`src/rtl/fifo_pkg.sv`:
```
// Shared async-FIFO types and helpers.
// Pointer conversion and bit counting used by the pointer-crossing blocks.
package fifo_pkg;

  localparam int ADDRSIZE_DEF = 4;

  typedef enum logic {
    AF_CLR,
    AF_SET
  } af_state_t;

  function automatic logic [31:0] gray2bin(input logic [31:0] g);
    logic [31:0] b;
    b[31] = g[31];
    for (int i = 30; i >= 0; i--) begin
      b[i] = b[i+1] ^ g[i];
    end
    return b;
  endfunction

  function automatic int popcount(input logic [31:0] v);
    int n;
    n = 0;
    for (int i = 0; i < 32; i++) begin
      n += int'(v[i]);
    end
    return n;
  endfunction

endpackage

```
`src/rtl/sync_ff_chain.sv`:
```
// Generic multi-flop synchronizer.
// Plain flop chain; nothing may sit between stages.
module sync_ff_chain #(
  parameter int WIDTH  = 5,
  parameter int STAGES = 2
) (
  input  logic             wclk,
  input  logic             wrst_n,
  input  logic [WIDTH-1:0] d,
  output logic [WIDTH-1:0] q
);

  logic [WIDTH-1:0] stg [STAGES];

  always_ff @(posedge wclk or negedge wrst_n) begin
    if (!wrst_n) begin
      for (int i = 0; i < STAGES; i++) begin
        stg[i] <= '0;
      end
    end else begin
      stg[0] <= d;
      for (int i = 1; i < STAGES; i++) begin
        stg[i] <= stg[i-1];
      end
    end
  end

  assign q = stg[STAGES-1];

endmodule

```
`src/rtl/rptr_sync_wlevel.sv`:
```
// Write-domain end of the read-pointer crossing: sync, Gray->binary,
// fill level, free space, hysteretic almost-full and CDC error flags.
module rptr_sync_wlevel
  import fifo_pkg::*;
#(
  parameter int ADDRSIZE    = ADDRSIZE_DEF,
  parameter int SYNC_STAGES = 2,
  parameter int AF_HI       = 12,
  parameter int AF_LO       = 8
) (
  input  logic              wclk,
  input  logic              wrst_n,
  input  logic [ADDRSIZE:0] rptr,
  input  logic [ADDRSIZE:0] wbin,
  input  logic              wclr_err,
  output logic [ADDRSIZE:0] wq2_rptr,
  output logic [ADDRSIZE:0] wq2_rbin,
  output logic [ADDRSIZE:0] wlevel,
  output logic [ADDRSIZE:0] wfree,
  output logic              walmost_full,
  output logic              werr_gray,
  output logic              werr_level
);

  localparam int PW    = ADDRSIZE + 1;
  localparam int DEPTH = 2 ** ADDRSIZE;

  logic [PW-1:0] prev_rptr;
  logic [PW-1:0] level_nxt;
  logic          gray_bad;
  logic          level_bad;
  af_state_t     af_state;

  sync_ff_chain #(
    .WIDTH (PW),
    .STAGES(SYNC_STAGES)
  ) u_sync (
    .wclk  (wclk),
    .wrst_n(wrst_n),
    .d     (rptr),
    .q     (wq2_rptr)
  );

  // Modular subtract absorbs pointer wrap.
  assign level_nxt = wbin - wq2_rbin;
  assign level_bad = level_nxt > PW'(DEPTH);
  assign gray_bad  = popcount(32'(prev_rptr ^ wq2_rptr)) > 1;

  assign wfree        = PW'(DEPTH) - wlevel;
  assign walmost_full = (af_state == AF_SET);

  always_ff @(posedge wclk or negedge wrst_n) begin
    if (!wrst_n) begin
      wq2_rbin   <= '0;
      prev_rptr  <= '0;
      wlevel     <= '0;
      af_state   <= AF_CLR;
      werr_gray  <= 1'b0;
      werr_level <= 1'b0;
    end else begin
      wq2_rbin  <= PW'(gray2bin(32'(wq2_rptr)));
      prev_rptr <= wq2_rptr;
      wlevel    <= level_nxt;
      unique case (af_state)
        AF_CLR:
          if (level_nxt >= PW'(AF_HI)) af_state <= AF_SET;
        AF_SET:
          if (level_nxt <= PW'(AF_LO)) af_state <= AF_CLR;
        default: af_state <= AF_CLR;
      endcase
      // A fresh error outranks a simultaneous clear.
      werr_gray  <= gray_bad  | (werr_gray  & ~wclr_err);
      werr_level <= level_bad | (werr_level & ~wclr_err);
    end
  end

endmodule

```
`config.mk`:
```
export PLATFORM = sky130hd
export DESIGN_NAME = rptr_sync_wlevel
export DESIGN_NICKNAME = d
export VERILOG_FILES = /design/src/rtl/fifo_pkg.sv /design/src/rtl/sync_ff_chain.sv /design/src/rtl/rptr_sync_wlevel.sv
export SDC_FILE = /design/constraint.sdc
export NUM_CORES = 1
export LEC_CHECK = 0
export ABC_AREA = 1
export CAP_MARGIN = 20
export CORE_MARGIN = 1
export CORE_UTILIZATION = 45
export DETAILED_ROUTE_END_ITERATION = 8
export PLACE_DENSITY_LB_ADDON = 0.3
export SLEW_MARGIN = 10
export SYNTH_ARGS = -nofsm -noshare
export SYNTH_HDL_FRONTEND = slang
export SYNTH_SLANG_ARGS = --single-unit
```
`constraint.sdc`:
```
create_clock -name wclk -period 2.4 [get_ports wclk]
set_input_delay 0.48 -clock wclk [delete_from_list [all_inputs] [get_ports wclk]]
set_output_delay 0.48 -clock wclk [all_outputs]
set_load 0.005 [all_outputs]
```
**Word-level counts from Yosys, hierarchy flattened**

Index checks and enable logic that the tools add are counted.

- Register bits: 28
- Input bits: 13

- Bitwise logic cells: 11
- Magnitude comparators: 4
- Mux-type cells: 3
- Add/subtract/negate cells: 33

Operators by type and width:

| operator | count |
|---|---|
| 31-bit by 1-bit adder with 32-bit output, second input constant | 1 |
| 32-bit by 2-bit greater-than comparator with 1-bit output, second input constant | 1 |
| 30-bit by 1-bit adder with 31-bit output, second input constant | 1 |
| 29-bit by 1-bit adder with 30-bit output, second input constant | 1 |
| 28-bit by 1-bit adder with 29-bit output, second input constant | 1 |
| 27-bit by 1-bit adder with 28-bit output, second input constant | 1 |
| 26-bit by 1-bit adder with 27-bit output, second input constant | 1 |
| 25-bit by 1-bit adder with 26-bit output, second input constant | 1 |
| 24-bit by 1-bit adder with 25-bit output, second input constant | 1 |
| 23-bit by 1-bit adder with 24-bit output, second input constant | 1 |
| 22-bit by 1-bit adder with 23-bit output, second input constant | 1 |
| 21-bit by 1-bit adder with 22-bit output, second input constant | 1 |
| 20-bit by 1-bit adder with 21-bit output, second input constant | 1 |
| 19-bit by 1-bit adder with 20-bit output, second input constant | 1 |
| 18-bit by 1-bit adder with 19-bit output, second input constant | 1 |
| 17-bit by 1-bit adder with 18-bit output, second input constant | 1 |
| 16-bit by 1-bit adder with 17-bit output, second input constant | 1 |
| 15-bit by 1-bit adder with 16-bit output, second input constant | 1 |
| 14-bit by 1-bit adder with 15-bit output, second input constant | 1 |
| 13-bit by 1-bit adder with 14-bit output, second input constant | 1 |
| 12-bit by 1-bit adder with 13-bit output, second input constant | 1 |
| 11-bit by 1-bit adder with 12-bit output, second input constant | 1 |
| 10-bit by 1-bit adder with 11-bit output, second input constant | 1 |
| 9-bit by 1-bit adder with 10-bit output, second input constant | 1 |
| other kinds (20) | 27 |

**Depth between registers and ports, before layout**

- Word-level depth: 34
- Mapped depth: 10

**Cells and area by module**

Synthesis repeated with hierarchy kept, for this count alone.

- Cell total of the unflattened synthesis: 120
- Area, all modules: 1221.2 µm²

By module, submodules not included:

| module | instances | area each (µm²) | cells an instance |
|---|---|---|---|
| rptr_sync_wlevel | 1 | 933.4 | 105 |
| sync_ff_chain | 1 | 287.8 | 15 |

**Worst setup path after synthesis**

No wires, ideal clock.

- Kind: input to register
- From: input port wbin[0]
- To: register werr_level
- Data arrival time: 1527 ps
- Path buffers: 0
- Stages on the path: 8
- Setup slack: 757 ps
- Library setup time: 116 ps
- Path through: inv_1 ha_1 fa_1 nand2_1 nor2_2 nand3_1 nand2_1 nand2_1

- Cells in the longest elaborated chain, start to end: 3

Ends and longest elaborated chain:

| element | line | RTL |
|---|---|---|
| start: declaration | rptr_sync_wlevel.sv:14 | `input logic [ADDRSIZE:0] wbin,` |
| 5-bit subtractor | rptr_sync_wlevel.sv:45 | `assign level_nxt = wbin - wq2_rbin;` |
| 5-bit greater-than comparator | rptr_sync_wlevel.sv:46 | `assign level_bad = level_nxt > PW'(DEPTH);` |
| 1-bit bitwise OR | rptr_sync_wlevel.sv:73 | `werr_level <= level_bad \| (werr_level & ~wclr_err);` |
| end signal: assignment | rptr_sync_wlevel.sv:73 |  |
| end: declaration | rptr_sync_wlevel.sv:22 | `output logic werr_level` |

Every way passes these cells.

**Worst setup path in the final report**

- From: register wlevel[0]
- To: output port wfree[4]

- Cells in the longest elaborated chain, start to end: 1

Ends and longest elaborated chain:

| element | line | RTL |
|---|---|---|
| start: declaration | rptr_sync_wlevel.sv:18 | `output logic [ADDRSIZE:0] wlevel,` |
| start signal: assignment | rptr_sync_wlevel.sv:63 | `wlevel <= level_nxt;` |
| 5-bit subtractor | rptr_sync_wlevel.sv:49 | `assign wfree = PW'(DEPTH) - wlevel;` |
| end: declaration | rptr_sync_wlevel.sv:19 | `output logic [ADDRSIZE:0] wfree,` |

Every way passes these cells.

==> summary.txt <==
Placed design
  • Pre-CTS setup slack: roughly 180 ps
  • Gpl congestion: roughly 0.78
  • Hpwl dp: 1.738 mm
  • I/O Buffers: 35

Clock network
  • Post_cts resized: 0
  • Post CTS Setup Buffer Count: 0
  • CTS buffer count: 3
  • Root buf cell: clkbuf_4
  • Worst-path clk slew: 140 ps
  • Worst-Skew Late Latency: roughly 320 ps
  • H-tree levels: 1
  • CTS tree: done
  • Clock sinks: 27
  • Max Buffers Root-to-Sink: 2
  • CTS hold repair buffers: 0

Drt
  • DRC violation count after routing: 0
  • Vias/cell: around 4.7
  • Via count: 868
  • Detailed Route WL: around 2.1 mm
  • Drt initial violations: 2
  • Wirelength per Cell: between 10 and 15 um
  • Antenna-violating nets left: 0
  • Number of iterations in the first detailed-routing pass: 2

Yosys
  • Asr flop ratio synth: 1.000
  • Predominant post-synthesis flop cell: dfrtp_1
  • Post-synth top cells: dfrtp_1, nand2_1, inv_1
  • Unique masters post-synth: 16
  • Area leader, netlist: dfrtp_1
  • Cell area after synthesis: approximately 0.0012 mm^2
  • Syn_area_per_cell: ~10 um^2
  • Part of the Yosys area used for sequential elements: 0.5533
  • Post-Syn Instances: between 100 and 150
  • Post-synth top area share: 0.5533
  • Ys Warns: 0
  • Top-count cell post-synth: dfrtp_1
  • Synth top area cells: dfrtp_1, nand2_1, ha_1, inv_1, nand3_1
  • Synthesized Nets: ~140
  • Flops & latches, synth: 27
  • EDFF count, synth: 0

Setup path
  • Path depth of the worst reg2reg path: 5
  • Crit path capture type: primary output
  • Critical Path RT: 1920 ps
  • CP arrival: between 1500 and 2000 ps
  • Crit path max fanout: 4
  • CP Launch Type: flop
  • Crit path kind: flop to primary output

Power
  • Combinational share of power: 0.320
  • VDD IR max: approximately 0.48 mV
  • Clock network fraction of total power: 0.176
  • Internal: approximately 780 uW
  • Sequential fraction of design power: 0.504
  • Pwr Density: between 600 and 700 mW/mm^2
  • P_sw: 303.2 uW
  • Leak: between 0.0007 and 0.0008 uW
  • Switching share of power: 0.2811

Timing
  • Final Critical Period: 2186 ps
  • Fin crit share: 0.9107
  • Hold violation total from the final report: 0
  • Post-Route Skew: roughly 6.7 ps
  • # setup viols final: 0
  • Slew Viols, Final: 0
  • Setup tns final: 0 ps
  • Actual slew at the worst max-slew pin: between 300 and 400 ps
  • RSZ-0062 raised after global routing: false
  • Relative slew slack: 0.7819
  • Worst setup slack after layout: around 210 ps
  • Peak Freq: between 400 and 500 MHz

Floorplanning
  • # IOs: 36
  • Die X: 54.10 um
  • Core ar.: ~0.0025 mm^2
  • Die area: a little under 0.003 mm^2
  • Die Y: ~54 um
  • FP Rows: 18
  • Initial Util: 0.4841

Cells and area
  • Fillers: around 220
  • Area growth syn-to-layout: 30.33%
  • Share of cells above drive strength 1: 0.07843
  • Inserted Diodes: 0
  • Net count, final: 175

Worst hold path
  • Hold depth: 0
  • Min-delay worst type: flop to flop

GRT
  • First-pass GRT wire length: ~3.4 mm
  • GR Overflow Total: 0
  • Number of global-route vias before repair: around 850
  • Largest net degree at the start of global routing: 28
  • Tot GR Track Use: 0.1774
  • Initial antenna violation count: 0

Status
  • Status: finished clean

Flow run
  • Max-cap violations: 0
==> state kept, by name, indices dropped and copies added, names as in the netlist <==
register and count:
wlevel 5, prev_rptr 5, werr_gray 1, wq2_rbin 4
u_sync.q 5, walmost_full 1, u_sync.stg 5, werr_level 1
==> cells by family after synthesis <==
kind of cell	synth area share
simple gates	0.1721
buf+inv	0.1076
flops	0.5533
fa+ha+maj	0.09426
xor+xnor	0.06454
compound gates	0.008197
==> power groups by stage <==
stage	sequential (uW)	clock (uW)	combinational, uW
floorplan	552	0	155
global placement	552	0	335
detailed placement	555	0	351
CTS	545	197	352
global route	551	218	389
finish	543	190	345
==> critical path, stage by stage, from the launching register on <==
cell and delay (ps):
dfrtp_1 430, inv_1 60, ha_1 170, nand2_1 80, xnor2_1 130, clkdlybuf4s50_1 510
==> per-stage QoR <==
stage	util	total power, uW	cells	hold slack, ps	cell area (um^2)
2_1_floorplan	-	707.2	120	184.4	1221
3_3_place_gp	0.6200	887.2	179	332.2	1564
3_5_place_dp	0.6200	906.4	179	336.3	1564
4_1_cts	0.6310	1094	183	371.9	1592
5_1_grt	0.6310	1158	183	374.8	1592
6_report	0.6310	1079	183	368.7	1592
==> cell type report <==
type / count / area (um^2) / share of cell area
multi-input combinational: 65 / 414.1 / 0.2602
sequential: 27 / 675.6 / 0.4245
tap: 30 / 37.54 / 0.02358
inverter: 21 / 78.83 / 0.04953
clock inverter: 1 / 5.005 / 0.003145
clock buffer: 3 / 22.52 / 0.01415
timing repair buffer: 36 / 357.8 / 0.2248
==> placed cells by master (no fill, tap or decap) <==
cell,Yosys,final
fa_1,2,2
clkbuf_4,0,3
xor2_1,5,5
inv_2,1,1
clkdlybuf4s50_1,0,35
xnor2_1,4,4
inv_1,20,20
ha_1,6,6
buf_4,7,1
nor2_1,4,4
a21oi_1,2,2
nand2_2,3,3
dfrtp_1,27,27
nand3_1,11,11
nand3_2,2,2
nor3_1,1,1
nand2_1,24,24
clkinv_2,0,1
nor2_2,1,1
==> routing by layer <==
| metal | wire (um) | global-route usage | up-vias |
|---|---|---|---|
| met5 | 0 | 0 | - |
| met3 | 101 | 0.03390 | 7 |
| met4 | 76 | 0.1239 | 0 |
| met1 | 685 | 0.1649 | 410 |
| met2 | 1189 | 0.3395 | 28 |
| li1 | - | - | 423 |
==> path summary, 6_finish.rpt <==
check                                         from                 endpoint  slack, ps
setup reg to reg             u_sync.q[1]$_DFF_PN0_      werr_gray$_DFF_PN0_        740
hold / removal             u_sync.stg[8]$_DFF_PN0_    u_sync.q[3]$_DFF_PN0_        370
min in group asynchronous                   wrst_n  u_sync.stg[7]$_DFF_PN0_        500
max in group asynchronous                   wrst_n   prev_rptr[4]$_DFF_PN0_       1650
hold reg to reg            u_sync.stg[8]$_DFF_PN0_    u_sync.q[3]$_DFF_PN0_        370
setup / recovery               wlevel[0]$_DFF_PN0_                 wfree[4]        210
No activity file was read; power rests on OpenSTA's default activity.
